$ cat src/rtl/clock_period_meter.sv
// Measures the period of a slow asynchronous square wave in clk cycles between synchronized rising edges.
// Results register together; valid pulses SYNC_STAGES+2 cycles after the sig_in rising edge.
module clock_period_meter #(
   parameter int CNT_W       = 27,
   parameter int SEL_W       = 5,
   parameter int SYNC_STAGES = 2
) (
   input  logic             clk,
   input  logic             rst_n,
   input  logic             en,
   input  logic             sig_in,
   output logic [CNT_W-1:0] period,
   output logic [SEL_W-1:0] sel_est,
   output logic             exact,
   output logic             valid,
   output logic             timeout
);

   typedef enum logic {ST_IDLE, ST_MEASURE} state_t;

   localparam logic [CNT_W-1:0] CNT_TERM = {{(CNT_W-1){1'b1}}, 1'b0};

   state_t                 r_state;
   logic [SYNC_STAGES-1:0] r_sync;
   logic                   r_dly;
   logic                   r_rise;
   logic [CNT_W-1:0]       r_cnt;
   logic [CNT_W-1:0]       r_period;
   logic [SEL_W-1:0]       r_sel;
   logic                   r_exact;
   logic                   r_valid;
   logic                   r_timeout;

   logic                   w_sync_out;
   logic [CNT_W-1:0]       w_nxt;
   logic [SEL_W-1:0]       w_sel;
   logic                   w_exact;

   assign w_sync_out = r_sync[SYNC_STAGES-1];

   // The rise pulse is registered so the FSM sees a clean single-cycle event.
   always_ff @(posedge clk or negedge rst_n) begin
      if (!rst_n) begin
         r_sync <= '0;
         r_dly  <= 1'b0;
         r_rise <= 1'b0;
      end else begin
         r_sync <= {r_sync[SYNC_STAGES-2:0], sig_in};
         r_dly  <= w_sync_out;
         r_rise <= w_sync_out & ~r_dly;
      end
   end

   assign w_nxt   = r_cnt + CNT_W'(1);
   assign w_exact = (w_nxt != '0) && ((w_nxt & (w_nxt - CNT_W'(1))) == '0);

   always_comb begin
      w_sel = '0;
      for (int i = 1; i < CNT_W; i++) begin
         if (w_nxt[i]) w_sel = SEL_W'(i - 1);
      end
   end

   always_ff @(posedge clk or negedge rst_n) begin
      if (!rst_n) begin
         r_state   <= ST_IDLE;
         r_cnt     <= '0;
         r_period  <= '0;
         r_sel     <= '0;
         r_exact   <= 1'b0;
         r_valid   <= 1'b0;
         r_timeout <= 1'b0;
      end else begin
         r_valid <= 1'b0;
         if (!en) begin
            r_state <= ST_IDLE;
            r_cnt   <= '0;
         end else begin
            case (r_state)
               ST_IDLE: begin
                  r_cnt <= '0;
                  if (r_rise) r_state <= ST_MEASURE;
               end
               ST_MEASURE: begin
                  // A rise on the terminal count still reports, so it is tested first.
                  if (r_rise) begin
                     r_period  <= w_nxt;
                     r_sel     <= w_sel;
                     r_exact   <= w_exact;
                     r_valid   <= 1'b1;
                     r_timeout <= 1'b0;
                     r_cnt     <= '0;
                  end else if (r_cnt == CNT_TERM) begin
                     r_timeout <= 1'b1;
                     r_cnt     <= '0;
                     r_state   <= ST_IDLE;
                  end else begin
                     r_cnt <= w_nxt;
                  end
               end
               default: begin
                  r_state <= ST_IDLE;
                  r_cnt   <= '0;
               end
            endcase
         end
      end
   end

   assign period  = r_period;
   assign sel_est = r_sel;
   assign exact   = r_exact;
   assign valid   = r_valid;
   assign timeout = r_timeout;

endmodule

$ cat config.mk
export PLATFORM = sky130hd
export DESIGN_NAME = clock_period_meter
export DESIGN_NICKNAME = d
export VERILOG_FILES = /design/src/rtl/clock_period_meter.sv
export SDC_FILE = /design/constraint.sdc
export NUM_CORES = 1
export LEC_CHECK = 0
export ABC_AREA = 1
export CORE_MARGIN = 4
export CORE_UTILIZATION = 40
export DETAILED_ROUTE_END_ITERATION = 8
export GPL_TIMING_DRIVEN = 1
export HOLD_SLACK_MARGIN = 0.15
export SYNTH_ARGS = -nofsm -noshare
export SYNTH_HDL_FRONTEND = slang
export SYNTH_SLANG_ARGS = --single-unit
export TNS_END_PERCENT = 10
$ cat constraint.sdc
create_clock -name clk -period 3.6 [get_ports clk]
set_input_delay 0.36 -clock clk [delete_from_list [all_inputs] [get_ports clk]]
set_output_delay 0.36 -clock clk [all_outputs]
set_load 0.05 [all_outputs]
==> metrics.txt, run 1 <==
DIE WIDTH 103.2 um; Critical Path RT 3890 ps; IO Pins 39; Clock Skews 6.074 ps; CP arrival approximately 3400 ps; Final nets 502; Post-synth ARST share 100.0%; post-route ant nets 0; Mapped Avg Cell Area 8.067 um2; Fin Setup TNS 0 ps; RSZ-0062 raised after global routing no; Non-Filler Instances between 600 and 700; Leak Pwr 2.106 nW; DR pass1 iterations 4; post-synthesis sequential area ratio between 40% and 50%; worst r2r path cells 15; Hold Fails Final Rpt 0; largest net degree at the start of global routing 58; Setup crit end exact; Worst VDD drop between 200 and 250 uV; vias per cell about 5.0; Std-Cell Rows 34; startpoint types flip-flop; Hold Crit Class in2async; Die ar. 10640 um2; RR Endpoint exact; DIE HEIGHT roughly 100 um; Synth cell types 44; RR Startpoint r_cnt[0]; final WL 8.524 mm; Layout Area Growth over Synthesis 20.52%; initial DRC count 159; Cell Area, Synth 3622 um2; Slowest-stage cell, CP dfrtp_1; Final Critical Period 3078 ps; Syn Nets roughly 460; gr usage total 17.96%; placed cell count just under 600; max-cap viol count 0; Final Setup Violations 0; Critical Path End Type flip-flop; CTS Buf Count 9; post_cts resized 0; CP max stage delay 480 ps; post-synth top area share between 40% and 50%; largest cells by area after synthesis dfrtp_1 (46%), nand2_1 (12%), nor2_1 (6.1%); Clock Latency Late Sink between 300 and 400 ps; DR vias approximately 3000; n_diodes 0; Overflow after GRT 0; period utilization 85.49%; Routed wire per std cell 14.04 um; cells after synthesis approximately 450; Yosys top cell by area dfrtp_1; Starting Density 41.33%; area of the core 8763 um2; crit-path cells ha_1 -> nand2_1 -> nor2_4 -> nand2_4 -> nor2_8 -> nand2_1 -> xor2_2 -> nand2_1 -> nor3_1 -> nand4_1 -> o21bai_1 -> nand3_1 -> nor2_1 -> nand4_1 -> nand2_1; drt drc 0; Crit Path Max Fanout 8; Most used DFF post-synth dfrtp_1; number of flops mapped to enable cells by yosys 0; PwrDens 390.0 nW/um2; global-route wire length before repair 14.91 mm; port bufs 38; share of post-route cells with drive strength above 1 12.42%; Yosys reg bits 67; max_slew headroom slightly below 30%; CTS tree done; post-detail-place hpwl 6.307 mm; run status finished clean; worst setup path class reg2reg; Final Max Tran Viols 0; Post-CTS Setup Repair Bufs 0; number of clock sinks 67; reg2reg setup slack 520 ps; fmax around 320 MHz; Hold-fix buffers, CTS 0; vias in the first global route 3076; Top cell by count, worst path nand2_1; Critical Path Start r_cnt[0]; synth warn 0; placer congestion estimate ~0.92; maximum root-to-sink buffer count 2; Max H-tree Level 3; number of antenna violations at the first check in global routing 0; clock-pin slew on the worst setup and hold paths 80 ps; root buffer selected by CTS clkbuf_8; slew at the pin with the worst max-slew slack 1061 ps
[per-stage QoR]
stage	hold WS, ps	util (%)	power [mW]	setup slack, ps	cell area [um2]
2_1_floorplan	64.41	-	0.9078	1139	3622
3_3_place_gp	338.4	47.16	0.9784	526.2	4133
3_5_place_dp	335.5	47.16	0.9800	542.7	4133
4_1_cts	237.9	49.81	1.725	509.3	4365
5_1_grt	292.2	49.81	1.779	144.8	4365
6_report	205.9	49.81	1.702	522.4	4365
[worst min path at each step]
stage,slack (ps),endpoint,start,cells past startpoint
floorplan,60,exact,rst_n,0
global placement,340,r_sync[1],r_sync[0],0
detailed placement,340,r_sync[1],r_sync[0],0
CTS,240,period[18],rst_n,1
global route,290,r_cnt[9],rst_n,1
finish,210,period[11],rst_n,1
[synthesized netlist by cell type (2+ instances only)]
cell and instances:
o21ai_0 33, nand2_1 120, nor2_4 5, nor3_1 11
dfrtp_1 67, nor2_2 2, inv_1 40, o21ai_1 4
nand2_4 3, nand2_2 6, a21oi_1 3, o21bai_1 3
o21a_1 3, xor2_2 3, nand4_1 12, nor4_1 3
clkbuf_1 8, xor2_1 8, inv_2 11, nand3_1 15
o21ai_2 2, xnor2_1 4, nor2_1 59, ha_1 4
[layout by cell type (no fill, tap or decap), drive strengths merged, types with 4 or more instances in the layout]
master / instances
buf: 5
clkdlybuf4s50: 37
nand3: 16
xor2: 12
xnor2: 5
nand2: 129
nor4: 4
nor2: 67
dfrtp: 67
nand4: 13
inv: 54
nor3: 12
ha: 4
clkbuf: 10
o21ai: 39
[state kept, by name, indices dropped and copies added (netlist names)]
register / cells
r_cnt: 27
period: 27
timeout: 1
sel_est: 5
r_rise: 1
r_sync: 2
exact: 1
valid: 1
r_dly: 1
r_state: 1
[power breakdown]
| group | internal [mW] | switching [mW] | total [mW] |
|---|---|---|---|
| registers | 0.776 | 0.0123 | 0.788 |
| clock network | 0.418 | 0.322 | 0.740 |
| logic | 0.0530 | 0.122 | 0.174 |
| total | 1.25 | 0.456 | 1.70 |
[area by class of cell]
class / count / area [um2]
multi-input cells: 323 / 1724
flip-flops and latches: 67 / 1677
clock inverters: 6 / 95.09
fillers: 856 / 4398
well taps: 108 / 135.1
repair buffers: 42 / 405.4
inverters: 51 / 191.4
clock buffers: 10 / 137.6
[logic make-up after synthesis]
family / Yosys count / share of synthesized area (%)
adders and majority gates: 4 / 1.382
xor gates and xnor gates: 17 / 5.769
and+or+nand+nor: 244 / 31.02
buffers and inverters: 59 / 6.114
DFF: 67 / 46.29
AOI/OAI and AO/OA: 58 / 9.431
[layer usage]
layer / up-vias / track usage [%] / share of wire [%]
li1: 1537 / - / -
met2: 61 / 28.12 / 46
met4: 0 / 6.972 / 1.9
met1: 1423 / 24.79 / 48
met3: 13 / 3.180 / 4.0
met5: - / 0 / 0
[critical path, delay by kind of cell, from the launching register on]
family,cells,cell delay [ps]
xor+xnor,1,290
flops,1,480
compound gates,1,180
simple gates,12,1800
fa+ha+maj,1,280
Power figures use the tool's default switching activity.
==> inputs of run 2 (changes only) <==
--- a/config.mk
+++ b/config.mk
@@ -11,6 +11,7 @@
 export DETAILED_ROUTE_END_ITERATION = 8
 export GPL_TIMING_DRIVEN = 1
 export HOLD_SLACK_MARGIN = 0.15
+export MAX_ROUTING_LAYER = met4
 export SYNTH_ARGS = -nofsm -noshare
 export SYNTH_HDL_FRONTEND = slang
 export SYNTH_SLANG_ARGS = --single-unit
==> run 2 against run 1 <==
Compared with the run above:
- fmax fell by 0.55%
- combinational power is essentially flat
- critical path type unchanged
- critical path depth stayed put
- setup slack worse by 17 ps
- total power fell by 4.6%
- via count is 0.56% higher
- sequential share of layout area rose by 0.24 points
- final area shrank 0.63%
- largest cell class unchanged
- global-route usage grew 0.86 points
- non-clock buffer count stayed put
- sequential power is essentially flat
==> metrics.txt, run 2 (same netlist as run 1, synthesis figures left out) <==
run status finished clean; CP Buf/Inv Count 0; Overflow after GRT 0; Final nets 502; max_slew headroom 32.38%; CTS tree done; Starting Density between 40% and 50%; Clock Skews about 12 ps; CP max stage delay 470 ps; Post-CTS Setup Repair Bufs 0; reg2reg setup slack about 500 ps; post-detail-place hpwl between 6 and 7 mm; worst setup path class reg2reg; Fin Setup TNS 0 ps; Slowest-stage cell, CP dfrtp_1; Routed wire per std cell 14.38 um; WP depth 15; Worst VDD drop about 190 uV; Hold-fix buffers, CTS 0; CP arrival 3390 ps; worst r2r path cells 15; most frequent cells in the layout nand2_1 (120), dfrtp_1 (67), nor2_1 (59), inv_1 (40), clkdlybuf4s50_1 (37); DR pass1 iterations 5; period utilization a little under nine tenths; clock-pin slew on the worst setup and hold paths 90 ps; PwrDens 374.4 nW/um2; most common cell after layout, fill and taps aside nand2_1; largest net degree at the start of global routing 58; area of the core a little under 9000 um2; Setup crit end exact; DIE HEIGHT 103.2 um; RR Startpoint r_cnt[0]; global-route wire length before repair 15.01 mm; RSZ-0062 raised after global routing no; Clock Latency Late Sink 360 ps; Final Max Tran Viols 0; Final Setup Violations 0; gr usage total 18.82%; CP delay by family, top simple AND/OR/NAND/NOR gates; Filler cells 860; max-cap viol count 0; maximum root-to-sink buffer count 2; final WL 8.729 mm; startpoint types flip-flop; Die ar. 10640 um2; DR vias 3051; IO Pins 39; Top cell by count, worst path nand2_1; Std-Cell Rows 34; post-route ant nets 0; Hold Crit Class in2async; placer congestion estimate 0.9262; vias per cell 5.026; CTS Buf Count 9; Layout Area Growth over Synthesis 19.76%; Max H-tree Level 3; n_diodes 0; RR Endpoint exact; Crit Path Max Fanout 8; Final Core Density 49.50%; post_cts resized 0; number of clock sinks 67; Leak Pwr 2.090 nW; Critical Path End Type flip-flop; initial DRC count 119; Critical Path Start r_cnt[0]; vias in the first global route 3162; Critical Path RT 3890 ps; Hold Fails Final Rpt 0; number of antenna violations at the first check in global routing 0; crit-path cells ha_1 -> nand2_1 -> nor2_4 -> nand2_4 -> nor2_8 -> nand2_1 -> xor2_2 -> nand2_1 -> nor3_1 -> nand4_1 -> o21bai_1 -> nand3_1 -> nor2_1 -> nand4_1 -> nand2_1; share of post-route cells with drive strength above 1 between 10% and 20%; DIE WIDTH ~100 um; fmax 323.1 MHz; port bufs 38; root buffer selected by CTS clkbuf_8; drt drc 0; slew at the pin with the worst max-slew slack roughly 1000 ps; Final Critical Period around 3100 ps
==> run 2: cell count changes in the layout (fill, tap and decap cells not counted), sizes merged <==
cell,previous run,this run
inv,54,55
clkinvlp,0,1
bufinv,2,1
clkbuf,10,9
==> run 2: final cells by class <==
class | count | area, um2 | share of cell area [%]
tap | 108 | 135.1 | 3.115
inverter | 51 | 191.4 | 4.413
sequential | 67 | 1677 | 38.65
clock inverter | 7 | 81.33 | 1.875
multi-input combinational | 323 | 1724 | 39.75
timing repair buffer | 42 | 405.4 | 9.345
clock buffer | 9 | 123.9 | 2.855
==> run 2: worst min-delay path by stage <==
| stage | from | end | slack [ps] | depth (start not counted) |
|---|---|---|---|---|
| floorplan | rst_n | exact | 60 | 0 |
| global placement | r_sync[0] | r_sync[1] | 340 | 0 |
| detailed placement | r_sync[0] | r_sync[1] | 340 | 0 |
| CTS | rst_n | period[8] | 220 | 1 |
| global route | rst_n | period[8] | 280 | 1 |
| finish | rst_n | period[8] | 170 | 1 |
==> run 2: metrics by stage <==
| stage | area, um2 | total power [mW] | cells | worst slack, ps | hold slack (ps) |
|---|---|---|---|---|---|
| 2_1_floorplan | 3622 | 0.9078 | 449 | 1139 | 64.41 |
| 3_3_place_gp | 4133 | 0.9783 | 591 | 569.9 | 338.6 |
| 3_5_place_dp | 4133 | 0.9791 | 591 | 528.2 | 335.7 |
| 4_1_cts | 4338 | 1.650 | 607 | 488.5 | 222.1 |
| 5_1_grt | 4338 | 1.692 | 607 | 180.6 | 278.4 |
| 6_report | 4338 | 1.624 | 607 | 505.4 | 168.8 |
==> run 2: per-layer routing <==
layer,vias to the layer above,global-route usage (%),part of all wire [%]
met1,1427,24.60,48
met4,0,7.769,2.2
met3,16,3.992,3.9
li1,1530,-,-
met2,78,28.42,46
met5,-,-,0
==> run 2: where the power goes <==
part / leakage (nW) / switching (mW) / internal (mW) / total (mW)
combinational: 1.07 / 0.120 / 0.0530 / 0.173
sequential: 0.915 / 0.0124 / 0.776 / 0.788
clock: 0.101 / 0.333 / 0.331 / 0.663
total: 2.09 / 0.465 / 1.16 / 1.62
==> inputs of run 3 (changes only) <==
--- a/config.mk
+++ b/config.mk
@@ -7,7 +7,7 @@
 export LEC_CHECK = 0
 export ABC_AREA = 1
 export CORE_MARGIN = 4
-export CORE_UTILIZATION = 40
+export CORE_UTILIZATION = 43
 export DETAILED_ROUTE_END_ITERATION = 8
 export GPL_TIMING_DRIVEN = 1
 export HOLD_SLACK_MARGIN = 0.15
==> run 3 against run 2 <==
Compared with the run above:
- routed wire length is 3.7% lower
- global-route usage is 0.24 points higher
- final area is 1.3% higher
- die area is 6.4% lower
- critical path depth stayed put
- core utilization is 4.0 points higher
- critical endpoint unchanged
- combinational power hardly changed
- clock skew is 6.1 ps lower
- worst hold slack better by 190 ps
- total power is 5.9% higher
- setup slack better by 81 ps
==> metrics.txt, run 3 (same netlist as run 1, synthesis figures left out) <==
placer congestion estimate 0.9512; Clock Skews a little under 6 ps; Layout Area Growth over Synthesis 21.31%; Final Max Tran Viols 0; Die ar. approximately 10000 um2; worst setup path class reg2reg; vias in the first global route approximately 3200; Crit Path Max Fanout 8; CTS Buf Count 9; Filler cells between 700 and 800; Critical Path RT 3880 ps; share of post-route cells with drive strength above 1 around an eighth; Hold Crit Class reg2reg; Overflow after GRT 0; Fin Setup TNS 0 ps; largest net degree at the start of global routing 58; gr usage total about a fifth; Max H-tree Level 3; DIE HEIGHT between 90 and 100 um; Hold Fails Final Rpt 0; number of antenna violations at the first check in global routing 0; DR vias 3057; n_diodes 0; Non-Filler Instances between 600 and 700; root buffer selected by CTS clkbuf_8; Routed wire per std cell 13.85 um; Final nets 505; startpoint types flip-flop; Clock Latency Late Sink 340 ps; CP arrival 3300 ps; Std-Cell Rows 33; maximum root-to-sink buffer count 2; DR pass1 iterations 4; global-route wire length before repair 14.74 mm; final WL 8.406 mm; Leak Pwr 2.122 nW; post-route ant nets 0; DIE WIDTH 99.78 um; post-detail-place hpwl around 6.2 mm; Post-CTS Setup Repair Bufs 0; slew at the pin with the worst max-slew slack 595.4 ps; post_cts resized 0; number of clock sinks 67; Final Critical Period 3014 ps; RSZ-0062 raised after global routing no; port bufs 38; drt drc 0; run status finished clean; Starting Density 44.08%; Hold-fix buffers, CTS 1; most frequent cells in the layout nand2_1 (120), dfrtp_1 (67), nor2_1 (59), inv_1 (40), clkdlybuf4s50_1 (37); IO Pins 39; Critical Path End Type flip-flop; period utilization 83.72%; initial DRC count between 200 and 250; PwrDens 391.5 nW/um2; clock-pin slew on the worst setup and hold paths 80 ps; max_slew headroom roughly three fifths; max-cap viol count 0; most common cell after layout, fill and taps aside nand2_1; placed cell count about 600; fmax 331.8 MHz; Worst VDD drop approximately 180 uV; area of the core 8217 um2; CTS tree done; Final Setup Violations 0; vias per cell 5.036
[run 3: cell count changes in the layout (fill, tap and decap cells not counted), sizes merged]
cell and delta:
clkinv +1, inv -3, clkinvlp -1, buf +2, bufinv +2, dlygate4sd3 +1, clkbuf +1
[run 3: worst max-delay path, cell delays in order (launching register included)]
cell and delay [ps]:
dfrtp_1 470, ha_1 280, nand2_1 140, nor2_4 260, nand2_4 110, xor2_1 420
nand2_1 120, inv_2 100, nand4_1 120, nor2_1 230, a22oi_1 140, nor3_2 160
nand3_1 110, nor2_1 110, nand4_1 80, nand2_1 70
[run 3: through the flow]
| step | total power [mW] | hold WS, ps | instance area (um2) | setup slack (ps) | utilization [%] |
|---|---|---|---|---|---|
| 3_3_place_gp | 0.9797 | 340.9 | 4144 | 661.7 | 50.43 |
| 5_1_grt | 1.799 | 385.4 | 4394 | 204.9 | 53.48 |
| 4_1_cts | 1.744 | 366.9 | 4394 | 555.3 | 53.48 |
| 2_1_floorplan | 0.9078 | 64.41 | 3622 | 1139 | - |
| 6_report | 1.720 | 359.7 | 4394 | 586.0 | 53.48 |
| 3_5_place_dp | 0.9795 | 348.5 | 4144 | 599.3 | 50.43 |
[run 3: final cells by class]
cell class	count	area, um2	area share [%]
Multi-Input combinational cell	323	1724	39.24
Sequential cell	67	1677	38.15
Timing Repair Buffer	45	430.4	9.795
Inverter	51	191.4	4.357
Tap cell	105	131.4	2.990
Clock buffer	10	127.6	2.904
Clock inverter	6	112.6	2.563
[run 3: worst paths after layout]
check,start,to,slack [ps],cells past startpoint
setup / recovery,r_cnt[0],exact,590,15
hold / removal,r_sync[0],r_sync[1],360,0
setup reg to reg,r_cnt[0],exact,590,15
hold reg to reg,r_sync[0],r_sync[1],360,0
max in group asynchronous,rst_n,r_cnt[24],2080,3
min in group asynchronous,rst_n,r_cnt[10],560,2
[run 3: layer usage]
metal / vias to the layer above / global-route usage (%) / share of wire (%) / routed length [um]
met1: 1456 / 23.39 / 47 / 3933
met4: 0 / 7.983 / 1.0 / 87
met2: 59 / 30.43 / 48 / 4017
met3: 8 / 4.239 / 4.4 / 367
met5: - / - / 0 / 0
li1: 1534 / - / - / -
[run 3: power breakdown]
| group | total [mW] | switching [mW] | internal, mW |
|---|---|---|---|
| combinational | 0.175 | 0.121 | 0.0536 |
| sequential | 0.788 | 0.0121 | 0.776 |
| clock | 0.757 | 0.295 | 0.463 |
